**config.mk**
```make
export PLATFORM = sky130hd
export DESIGN_NAME = mul_sequencer_flat
export DESIGN_NICKNAME = d
export VERILOG_FILES = /design/src/rtl/gba_mul_pkg.sv /design/src/rtl/mul_sequencer_if.sv /design/src/rtl/mul_early_term.sv /design/src/rtl/mul_sequencer.sv /design/src/flat_wrapper.sv
export SDC_FILE = /design/constraint.sdc
export NUM_CORES = 1
export LEC_CHECK = 0
export CAP_MARGIN = 20
export CORE_AREA = 2 2 181 183
export DETAILED_ROUTE_END_ITERATION = 8
export DIE_AREA = 0 0 183 185
export PLACE_DENSITY = 0.72
export REMOVE_ABC_BUFFERS = 1
export SYNTH_ARGS = -nofsm -noshare
export SYNTH_HDL_FRONTEND = slang
export SYNTH_SLANG_ARGS = --single-unit
```
**constraint.sdc**
```tcl
create_clock -name clk -period 4.2 [get_ports clk]
set_input_delay 1.26 -clock clk [delete_from_list [all_inputs] [get_ports clk]]
set_output_delay 1.26 -clock clk [all_outputs]
set_load 0.01 [all_outputs]
```
**src/rtl/gba_mul_pkg.sv**
```systemverilog
// Shared types and constants for the multiply sequencer: FSM states, the
// early-termination bound and the internal-cycle counter width.
package gba_mul_pkg;

  localparam int MUL_M_MAX = 4;
  localparam int CNT_W     = 3;
  localparam int IDX_W     = 4;

  typedef logic [CNT_W-1:0] cnt_t;
  typedef logic [IDX_W-1:0] reg_idx_t;

  typedef enum logic [1:0] {
    ST_IDLE  = 2'd0,
    ST_EXEC  = 2'd1,
    ST_WB_LO = 2'd2,
    ST_WB_HI = 2'd3
  } mul_state_e;

  // Decoded instruction fields held for the whole operation.
  typedef struct packed {
    logic     a;
    logic     u;
    logic     long_op;
    logic     s;
    reg_idx_t rd;
    reg_idx_t rdhi;
    reg_idx_t rdlo;
  } mul_op_t;

  // Internal-cycle count: m booth steps, plus one for accumulate, plus one for long.
  function automatic cnt_t exec_cycles(input cnt_t m, input logic a, input logic long_op);
    return m + cnt_t'(a) + cnt_t'(long_op);
  endfunction

endpackage

```
**src/rtl/mul_sequencer_if.sv**
```systemverilog
// Issue handshake between the execute stage (master) and the multiply
// sequencer (slave): request, decoded operands, cancel and status.
interface mul_sequencer_if;
  import gba_mul_pkg::*;

  logic        start;
  logic        ready;
  logic        a_flag;
  logic        u_flag;
  logic        long_mul;
  logic        s_flag;
  reg_idx_t    rd_idx;
  reg_idx_t    rdhi_idx;
  reg_idx_t    rdlo_idx;
  logic [31:0] rm_data;
  logic [31:0] rs_data;
  logic [31:0] rn_data;
  logic [3:0]  cpsr_flags;
  logic        flush;
  logic        busy;
  logic        done;

  modport master (
    output start, a_flag, u_flag, long_mul, s_flag, rd_idx, rdhi_idx, rdlo_idx,
           rm_data, rs_data, rn_data, cpsr_flags, flush,
    input  ready, busy, done
  );

  modport slave (
    input  start, a_flag, u_flag, long_mul, s_flag, rd_idx, rdhi_idx, rdlo_idx,
           rm_data, rs_data, rn_data, cpsr_flags, flush,
    output ready, busy, done
  );

endinterface

```
**src/rtl/mul_early_term.sv**
```systemverilog
// Early-termination step count m (1..4) from the Rs operand: the multiplier
// stops once the remaining high bytes are pure sign (or zero) extension.
module mul_early_term
  import gba_mul_pkg::*;
(
  input  logic [31:0] rs,
  input  logic        is_signed,
  output cnt_t        m
);

  logic ext_8, ext_16, ext_24;

  // All-ones counts as extension only for signed long operations.
  assign ext_8  = ~|rs[31:8]  | (is_signed & (&rs[31:8]));
  assign ext_16 = ~|rs[31:16] | (is_signed & (&rs[31:16]));
  assign ext_24 = ~|rs[31:24] | (is_signed & (&rs[31:24]));

  always_comb begin
    if (ext_8)       m = cnt_t'(1);
    else if (ext_16) m = cnt_t'(2);
    else if (ext_24) m = cnt_t'(3);
    else             m = cnt_t'(MUL_M_MAX);
  end

endmodule

```
**src/rtl/mul_sequencer.sv**
```systemverilog
// Multi-cycle controller around the external combinational multiplier:
// holds the pipeline, fetches the long accumulator and writes results back.
module mul_sequencer
  import gba_mul_pkg::*;
(
  input  logic              clk,
  input  logic              rst_n,
  mul_sequencer_if.slave    iss,
  output reg_idx_t          rf_raddr_a,
  output reg_idx_t          rf_raddr_b,
  input  logic [31:0]       rf_rdata_a,
  input  logic [31:0]       rf_rdata_b,
  output logic              mul_a,
  output logic              mul_u,
  output logic              mul_long,
  output logic [31:0]       mul_rm,
  output logic [31:0]       mul_rs,
  output logic [31:0]       mul_rn,
  output logic [31:0]       mul_rdhi,
  output logic [31:0]       mul_rdlo,
  output logic [3:0]        mul_cpsr,
  input  logic [31:0]       mul_lo,
  input  logic [31:0]       mul_hi,
  input  logic [3:0]        mul_flags,
  output logic              rf_we,
  output reg_idx_t          rf_waddr,
  output logic [31:0]       rf_wdata,
  output logic              flags_we,
  output logic [3:0]        flags_out
);

  mul_state_e  state_q, state_d;
  cnt_t        cnt_q;
  cnt_t        m_val;
  mul_op_t     op_q;
  logic [31:0] rm_q, rs_q, rn_q;
  logic [3:0]  cpsr_q;
  logic [31:0] acc_hi_q, acc_lo_q;
  logic        acc_fetch_q;
  logic [31:0] res_lo_q, res_hi_q;
  logic [3:0]  res_flags_q;

  logic accept, exec_last, final_wb;

  mul_early_term u_early_term (
    .rs        (iss.rs_data),
    .is_signed (iss.u_flag & iss.long_mul),
    .m         (m_val)
  );

  assign accept    = (state_q == ST_IDLE) & iss.start & ~iss.flush;
  assign exec_last = (state_q == ST_EXEC) & (cnt_q == cnt_t'(1));
  assign final_wb  = ((state_q == ST_WB_LO) & ~op_q.long_op) | (state_q == ST_WB_HI);

  // NOTE: every output of this block gets a default first, so no path can
  // leave a signal unassigned and infer a latch.
  always_comb begin
    state_d = state_q;
    unique case (state_q)
      ST_IDLE:  if (iss.start) state_d = ST_EXEC;
      ST_EXEC:  if (cnt_q == cnt_t'(1)) state_d = ST_WB_LO;
      ST_WB_LO: state_d = op_q.long_op ? ST_WB_HI : ST_IDLE;
      ST_WB_HI: state_d = ST_IDLE;
      default:  state_d = ST_IDLE;
    endcase
    if (iss.flush) state_d = ST_IDLE;
  end

  // NOTE: sequential state uses non-blocking assignments so every register
  // samples pre-edge values regardless of statement order.
  always_ff @(posedge clk or negedge rst_n) begin
    if (!rst_n) state_q <= ST_IDLE;
    else        state_q <= state_d;
  end

  // NOTE: the operand and result latches are reset too, so the multiplier
  // inputs and write data are defined zeros straight out of reset.
  always_ff @(posedge clk or negedge rst_n) begin
    if (!rst_n) begin
      cnt_q       <= '0;
      op_q        <= '0;
      rm_q        <= '0;
      rs_q        <= '0;
      rn_q        <= '0;
      cpsr_q      <= '0;
      acc_hi_q    <= '0;
      acc_lo_q    <= '0;
      acc_fetch_q <= 1'b0;
      res_lo_q    <= '0;
      res_hi_q    <= '0;
      res_flags_q <= '0;
    end else begin
      if (accept) begin
        cnt_q       <= exec_cycles(m_val, iss.a_flag, iss.long_mul);
        op_q        <= '{a: iss.a_flag, u: iss.u_flag, long_op: iss.long_mul, s: iss.s_flag,
                         rd: iss.rd_idx, rdhi: iss.rdhi_idx, rdlo: iss.rdlo_idx};
        rm_q        <= iss.rm_data;
        rs_q        <= iss.rs_data;
        rn_q        <= iss.rn_data;
        cpsr_q      <= iss.cpsr_flags;
        acc_fetch_q <= iss.a_flag & iss.long_mul;
      end else if (state_q == ST_EXEC) begin
        cnt_q <= cnt_q - cnt_t'(1);
      end
      if ((state_q == ST_EXEC) && acc_fetch_q) begin
        acc_hi_q    <= rf_rdata_a;
        acc_lo_q    <= rf_rdata_b;
        acc_fetch_q <= 1'b0;
      end
      if (exec_last) begin
        res_lo_q    <= mul_lo;
        res_hi_q    <= mul_hi;
        res_flags_q <= mul_flags;
      end
    end
  end

  // Accumulator read port is only addressed during the first EXEC cycle.
  assign rf_raddr_a = ((state_q == ST_EXEC) && acc_fetch_q) ? op_q.rdhi : '0;
  assign rf_raddr_b = ((state_q == ST_EXEC) && acc_fetch_q) ? op_q.rdlo : '0;

  assign mul_a    = op_q.a;
  assign mul_u    = op_q.u;
  assign mul_long = op_q.long_op;
  assign mul_rm   = rm_q;
  assign mul_rs   = rs_q;
  assign mul_rn   = rn_q;
  assign mul_rdhi = acc_hi_q;
  assign mul_rdlo = acc_lo_q;
  assign mul_cpsr = cpsr_q;

  always_comb begin
    rf_waddr = '0;
    rf_wdata = '0;
    unique case (state_q)
      ST_WB_LO: begin
        rf_waddr = op_q.long_op ? op_q.rdlo : op_q.rd;
        rf_wdata = res_lo_q;
      end
      ST_WB_HI: begin
        rf_waddr = op_q.rdhi;
        rf_wdata = res_hi_q;
      end
      default: ;
    endcase
  end

  assign rf_we     = ((state_q == ST_WB_LO) | (state_q == ST_WB_HI)) & ~iss.flush;
  assign iss.done  = final_wb & ~iss.flush;
  assign flags_we  = iss.done & op_q.s;
  assign flags_out = iss.done ? res_flags_q : 4'h0;
  assign iss.busy  = (state_q != ST_IDLE);
  assign iss.ready = (state_q == ST_IDLE) & ~iss.flush;

endmodule

```
**src/flat_wrapper.sv**
```systemverilog
// flat-port wrapper written by rule: the top's interface ports become plain ports
module mul_sequencer_flat import gba_mul_pkg::*;
  (clk, rst_n, rf_raddr_a, rf_raddr_b, rf_rdata_a, rf_rdata_b, mul_a, mul_u, mul_long, mul_rm, mul_rs, mul_rn, mul_rdhi, mul_rdlo, mul_cpsr, mul_lo, mul_hi, mul_flags, rf_we, rf_waddr, rf_wdata, flags_we, flags_out, iss_start, iss_a_flag, iss_u_flag, iss_long_mul, iss_s_flag, iss_rd_idx, iss_rdhi_idx, iss_rdlo_idx, iss_rm_data, iss_rs_data, iss_rn_data, iss_cpsr_flags, iss_flush, iss_ready, iss_busy, iss_done);
  mul_sequencer_if iss_i ();
  input  logic clk;
  input  logic rst_n;
  output reg_idx_t rf_raddr_a;
  output reg_idx_t rf_raddr_b;
  input  logic [31:0] rf_rdata_a;
  input  logic [31:0] rf_rdata_b;
  output logic mul_a;
  output logic mul_u;
  output logic mul_long;
  output logic [31:0] mul_rm;
  output logic [31:0] mul_rs;
  output logic [31:0] mul_rn;
  output logic [31:0] mul_rdhi;
  output logic [31:0] mul_rdlo;
  output logic [3:0] mul_cpsr;
  input  logic [31:0] mul_lo;
  input  logic [31:0] mul_hi;
  input  logic [3:0] mul_flags;
  output logic rf_we;
  output reg_idx_t rf_waddr;
  output logic [31:0] rf_wdata;
  output logic flags_we;
  output logic [3:0] flags_out;
  input wire logic [$bits(iss_i.start)-1:0] iss_start;
  input wire logic [$bits(iss_i.a_flag)-1:0] iss_a_flag;
  input wire logic [$bits(iss_i.u_flag)-1:0] iss_u_flag;
  input wire logic [$bits(iss_i.long_mul)-1:0] iss_long_mul;
  input wire logic [$bits(iss_i.s_flag)-1:0] iss_s_flag;
  input wire logic [$bits(iss_i.rd_idx)-1:0] iss_rd_idx;
  input wire logic [$bits(iss_i.rdhi_idx)-1:0] iss_rdhi_idx;
  input wire logic [$bits(iss_i.rdlo_idx)-1:0] iss_rdlo_idx;
  input wire logic [$bits(iss_i.rm_data)-1:0] iss_rm_data;
  input wire logic [$bits(iss_i.rs_data)-1:0] iss_rs_data;
  input wire logic [$bits(iss_i.rn_data)-1:0] iss_rn_data;
  input wire logic [$bits(iss_i.cpsr_flags)-1:0] iss_cpsr_flags;
  input wire logic [$bits(iss_i.flush)-1:0] iss_flush;
  output wire logic [$bits(iss_i.ready)-1:0] iss_ready;
  output wire logic [$bits(iss_i.busy)-1:0] iss_busy;
  output wire logic [$bits(iss_i.done)-1:0] iss_done;
  assign iss_i.start = iss_start;
  assign iss_i.a_flag = iss_a_flag;
  assign iss_i.u_flag = iss_u_flag;
  assign iss_i.long_mul = iss_long_mul;
  assign iss_i.s_flag = iss_s_flag;
  assign iss_i.rd_idx = iss_rd_idx;
  assign iss_i.rdhi_idx = iss_rdhi_idx;
  assign iss_i.rdlo_idx = iss_rdlo_idx;
  assign iss_i.rm_data = iss_rm_data;
  assign iss_i.rs_data = iss_rs_data;
  assign iss_i.rn_data = iss_rn_data;
  assign iss_i.cpsr_flags = iss_cpsr_flags;
  assign iss_i.flush = iss_flush;
  assign iss_ready = iss_i.ready;
  assign iss_busy = iss_i.busy;
  assign iss_done = iss_i.done;
  mul_sequencer u_core (.clk(clk), .rst_n(rst_n), .iss(iss_i), .rf_raddr_a(rf_raddr_a), .rf_raddr_b(rf_raddr_b), .rf_rdata_a(rf_rdata_a), .rf_rdata_b(rf_rdata_b), .mul_a(mul_a), .mul_u(mul_u), .mul_long(mul_long), .mul_rm(mul_rm), .mul_rs(mul_rs), .mul_rn(mul_rn), .mul_rdhi(mul_rdhi), .mul_rdlo(mul_rdlo), .mul_cpsr(mul_cpsr), .mul_lo(mul_lo), .mul_hi(mul_hi), .mul_flags(mul_flags), .rf_we(rf_we), .rf_waddr(rf_waddr), .rf_wdata(rf_wdata), .flags_we(flags_we), .flags_out(flags_out));
endmodule
```
# After elaboration in Yosys (flattened, before gate mapping)
# Index checks and enable logic that the tools add are counted.
[totals] elab_cells=81 in_bits=252 out_inout_bits=220 ff_bits=254
[op_classes] n_addsub=3 bitwise=20 n_reduce_logical=15 n_mux=18 n_eq_ne=6
[ops] op="32-bit case mux with 2 select lines" n=1
[ops] op="24-bit AND reduction" n=1
[ops] op="24-bit OR reduction" n=1
[ops] op="4-bit 2-to-1 mux" n=4
[ops] op="16-bit AND reduction" n=1
[ops] op="16-bit OR reduction" n=1
[ops] op="3-bit 2-to-1 mux" n=5
[ops] op="1-bit bitwise AND" n=13
[ops] op="2-bit 2-to-1 mux" n=4
[ops] op="2-bit case mux with 4 select lines" n=1
[ops] op="4-bit case mux with 2 select lines" n=1
[ops] op="8-bit AND reduction" n=1
[ops] op="8-bit OR reduction" n=1
[ops] op="3-bit by 1-bit adder with 3-bit output" n=2
[ops] op="2-bit nonzero test" n=3
[ops] op="1-bit bitwise OR" n=5
[ops] op="2-bit equality test (second input constant)" n=2
[ops] op="3-bit by 1-bit equality test with 1-bit output (second input constant)" n=1
[ops] op="1-bit zero test" n=3
[ops] op="3-bit by 2-bit != test with 1-bit output (second input constant)" n=1
[ops] op="3-bit != test (second input constant)" n=1
[ops] op="3-bit by 1-bit subtractor with 3-bit output (second input constant)" n=1
[ops] op="2-bit by 1-bit equality test with 1-bit output (second input constant)" n=1
[ops] op="2-bit zero test" n=1
[ops] op="4 further kinds" n=6

# Logic depth before layout (Yosys ltp)
[logic_depth] word_depth=9 ltp_mapped=9 mapped_depth_nobuf=8

# Cells and area by module
# From an unflattened synthesis, not the netlist that was laid out.
[hier_totals] hier_cells=696 area_unflattened_um2=10508.8
[by_module_without_submodules] mod="mul_sequencer" area_each_um2=10368.7 seq_area_each_um2=6356.1 cells_per_inst=674 instances=1
[by_module_without_submodules] mod="mul_early_term" area_each_um2=140.1 seq_area_each_um2=0.0 cells_per_inst=22 instances=1

# Worst setup path after synthesis
# Ideal clock, no wire load.
[synth_timing] path_kind="input to register" from="input port iss_rs_data[30]" to="register u_core.cnt_q[1]" cell_stages=8 n_path_buf=1 t_required_ns=4.074 arrival_ns=3.217 setup_ns=0.126 path_slack_ns=0.857 path_cell_list="nand4_1 or3_1 buf_2 nand2b_1 a311o_1 fa_1 ha_1 a221o_1"
[synth_between] elab_chain_cells=9 elab_cells_between_ends=21 classes_between="add/sub: 2; mux: 4; bitwise: 6; reduce/logical: 9"
[synth_lines] element="start, declared" line="flat_wrapper.sv:37" rtl="input wire logic [$bits(iss_i.rs_data)-1:0] iss_rs_data;"
[synth_lines] element="8-bit AND reduction / 8-bit OR reduction (equally long branches)" line="mul_early_term.sv:16" rtl="assign ext_24 = ~|rs[31:24] | (is_signed & (&rs[31:24]));"
[synth_lines] element="1-bit bitwise AND / 1-bit zero test (equally long branches)" line="mul_early_term.sv:16"
[synth_lines] element="1-bit bitwise OR" line="mul_early_term.sv:16"
[synth_lines] element="3-bit 2-to-1 mux" line="mul_early_term.sv:21" rtl="else if (ext_24) m = cnt_t'(3);"
[synth_lines] element="3-bit 2-to-1 mux" line="mul_early_term.sv:20" rtl="else if (ext_16) m = cnt_t'(2);"
[synth_lines] element="3-bit 2-to-1 mux (*)" line="mul_early_term.sv:19" rtl="if (ext_8) m = cnt_t'(1);"
[synth_lines] element="3-bit by 1-bit adder with 3-bit output (*) (2 in series)" line="gba_mul_pkg.sv:32" rtl="return m + cnt_t'(a) + cnt_t'(long_op);"
[synth_lines] element="3-bit 2-to-1 mux (*)" line="mul_sequencer.sv:93" rtl="if (accept) begin"
[synth_lines] element="end signal, assigned" line="mul_sequencer.sv:94" rtl="cnt_q <= exec_cycles(m_val, iss.a_flag, iss.long_mul);"
[synth_lines] element="end signal, assigned" line="mul_sequencer.sv:103" rtl="cnt_q <= cnt_q - cnt_t'(1);"
[synth_lines] element="end, declared" line="mul_sequencer.sv:33" rtl="cnt_t cnt_q;"
# Every way passes the cells marked *; elsewhere a longest branch is shown, timed or not.
# A chain may end at the register's enable or synchronous reset.

# Worst setup path in the final report
[layout_timing] from="input port iss_flush" to="output port flags_we"
[layout_between] elab_chain_cells=3
[layout_lines] element="start, declared" line="flat_wrapper.sv:40" rtl="input wire logic [$bits(iss_i.flush)-1:0] iss_flush;"
[layout_lines] element="1-bit inverter" line="mul_sequencer.sv:149" rtl="assign iss.done = final_wb & ~iss.flush;"
[layout_lines] element="1-bit bitwise AND" line="mul_sequencer.sv:149"
[layout_lines] element="1-bit bitwise AND" line="mul_sequencer.sv:150" rtl="assign flags_we = iss.done & op_q.s;"
[layout_lines] element="end, declared" line="flat_wrapper.sv:26" rtl="output logic flags_we;"
# No other way between the ends.

==> qor.yml <==
status:
  status: "finished clean"
clock_tree:
  cts_max_level: 1
  cts_tree: "built"
  clk_latency_ns: 0.55
  ctsResizeCount: 0
  cts.sinks: 254
  cts.path.max_buffers: 3
  cts_root_buffer: "clkbuf_16"
  numCtsBuffers: 28
  cts_setup_buffers: 0
  postCtsHoldBufs: 0
  clkTransAtPathRegs_ns: 0.06
timing:
  hold_viol: 0
  setup_viol: 0
  post-route-period-util: 0.972
  rsz0062_at_grt: "no"
  clock_skew_ns: 0.0224
  finalMaxSlewViolations: 0
  period_minus_slack_ns: 4.08
  worstMarginPinSlew_ns: 0.945
  slew_headroom: 0.370
  whs_ns: 0.473
  fmax_mhz: 245
global_routing:
  grt_pass1_vias: 8908
  overflow: 0
  antenna_found_initial: 5
  grt_max_degree: 73
  grt_pass1_wl_um: 50200
  grtUsageTotal: 0.188
final_layout:
  syn2layout_area_growth_pct: 57.9
  final_core_util: 0.521
  final_layout_size_suffix_gt1_frac: 0.145
  multi_input_area_mm2: 0.00394
  nFillCells: 2831
  layout_commonest_cell: "clkdlybuf4s50_1"
  seq_area_mm2: 0.00636
  nets: 1665
  layout_common_cells: "470 x clkdlybuf4s50_1, 359 x nand2_1, 253 x dfrtp_1, 123 x mux2_2, 36 x mux2i_1"
  final_area_mm2: 0.0167
yosys:
  syn_area_per_cell_um2: 11.2
  synth-edff-count: 0
  synthCells: 942
  yosysSeqAreaShare: 0.601
  yosys_warnings: 0
  ys_async_sr_fraction: 1.00
  synth_seq_cells: 254
  synthesis.area_mm2: 0.0106
  synthFlopType: "dfrtp_1"
  ys_types: 35
power_and_ir_drop:
  irDropWorstVdd_mv: 0.357
  p_total_uw: 9490
  pwr_density_cell_mw_per_mm2: 568
  p_leak_uw: 0.00749
floorplanning:
  core_area_mm2: 0.0320
  die_area_mm2: 0.0339
  rows: 66
  initial_core_util: 0.330
  fp.dieW_um: 183
  io_pins: 472
  fp.dieH_um: 185
worst_setup_path:
  worstPathMaxFanout: 3
  slowest_delay_ns: 0.52
  endpoint_kind: "output pin"
  reg2reg_depth: 4
  start_kind: "primary input"
  crit_required_ns: 2.94
  path_cells: "clkdlybuf4s50_1 > nor2b_1 > nor2b_2 > buf_4 > and2_1 > clkdlybuf4s50_1"
  crit_family: "buffers and inverters"
  r2r_slack_ns: 1.61
  cpMostUsedCell: "clkdlybuf4s50_1"
  rr_startpoint: "u_core.state_q[1]$_DFFE_PN0P_"
  worst-path-buf-inv: 3
  crit_type: "primary input to output pin"
  r2r-end: "u_core.mul_rdhi[11]$_DFFE_PN0P_"
  slowest_stage: "clkdlybuf4s50_1"
  crit_arrival_ns: 2.82
placed_design:
  placed_cell_area_mm2: 0.0157
  io_buffers: 471
  routabilityCongestion: 0.887
  hpwl_um: 24300
route:
  dr.pass1.iters: 5
  via_per_inst: 4.54
  routed_wl_um: 33000
  dr.max_layer_used: "met4"
  drt-wirelength-per-cell_um: 17.9
  wl_met2_um: 15800
  drc: 0
  wl_met3_um: 3270
  ant_nets: 0
  vias: 8374
  met1_length_um: 13000
  drtIter0Drc: 291
min_path:
  worstHoldStart: "u_core.mul_rs[7]$_DFFE_PN0P_"
  min_to: "u_core.mul_rs[7]$_DFFE_PN0P_"
  hold_depth: 2
  min_path_type: "flip-flop to flip-flop"
job:
  maxCapViolCount: 0
-- synth_stat cells (all sizes together), types with 2 or more instances --
cell / number / area share
nor2: 5 / 0.0018
buf: 36 / 0.020
mux2: 132 / 0.14
nor4: 6 / 0.0036
nand4: 7 / 0.0041
mux2i: 36 / 0.034
a21oi: 3 / 0.0014
and2: 12 / 0.0071
nand2: 360 / 0.13
and3: 8 / 0.0047
clkbuf: 18 / 0.0064
nor2b: 37 / 0.023
inv: 3 / 0.0011
ha: 3 / 0.0036
a211oi: 4 / 0.0028
o21ai: 5 / 0.0024
nor3: 2 / 0.0014
dfrtp: 254 / 0.60
-- layout make-up --
type / count / area share
antenna: 5 / 0.000750
clock buffer: 36 / 0.0450
clock inverter: 15 / 0.0115
inverter: 3 / 0.000675
multi-input combinational: 631 / 0.236
sequential: 254 / 0.381
tap: 408 / 0.0306
timing repair buffer: 491 / 0.295
-- how the worst max path moves through the flow --
stage,start,to,slack [ns],cells after the start
3_5_place_dp,iss_flush,flags_we,0.04,6
5_1_grt,iss_flush,flags_out[3],0.03,6
4_1_cts,iss_flush,flags_we,0.03,6
2_1_floorplan,iss_flush,u_core.cnt_q[2]$_DFFE_PN0P_,-0.05,4
3_3_place_gp,iss_flush,flags_out[0],0.05,6
6_report,iss_flush,flags_we,0.12,6
-- layer usage --
metal	track usage	vias to the layer above
met3	0.0716	55
met2	0.317	329
met1	0.220	3990
met5	0	-
li1	-	4000
met4	0.0634	0
-- worst register-to-register path: stages (launching register included) --
cell     delay, ns
dfrtp_1       0.57
nor2b_4       0.42
and2_2        0.68
buf_4         0.42
mux2_2        0.40
-- power by group --
group | switching, uW | leakage (uW) | internal [uW] | total (uW)
logic | 1210 | 0.00389 | 1890 | 3100
registers | 509 | 0.00314 | 3360 | 3870
clock network | 1010 | 0.000462 | 1510 | 2510
total | 2730 | 0.00749 | 6760 | 9490
-- registers in the layout (all words and copies together) (netlist names) --
| name | flops |
|---|---|
| u_core.mul_u | 1 |
| u_core.mul_rs | 32 |
| u_core.acc_fetch_q | 1 |
| u_core.mul_rdlo | 32 |
| u_core.op_q | 13 |
| u_core.res_lo_q | 32 |
| u_core.mul_a | 1 |
| u_core.res_hi_q | 32 |
| u_core.mul_rdhi | 32 |
| u_core.mul_rm | 32 |
| u_core.mul_cpsr | 4 |
| u_core.cnt_q | 3 |
| u_core.state_q | 2 |
| u_core.res_flags_q | 4 |
| u_core.mul_rn | 32 |
| u_core.mul_long | 1 |
-- metrics by stage --
| step | setup TNS [ns] | std cells | setup WS (ns) |
|---|---|---|---|
| CTS | 0 | 1838 | 0.0337 |
| global placement | 0 | 1787 | 0.0495 |
| detailed placement | 0 | 1787 | 0.0426 |
| floorplan | -0.247 | 888 | -0.0485 |
| finish | 0 | 1843 | 0.117 |
| global route | 0 | 1843 | 0.0335 |
-- logic make-up after synthesis --
group,share of synthesized area
simple gates,0.178
flops,0.601
mux,0.178
buf+inv,0.0276
compound gates,0.00852
fa+ha+maj,0.00544
xor+xnor,0.00166
(Power assumes the default switching activity.)
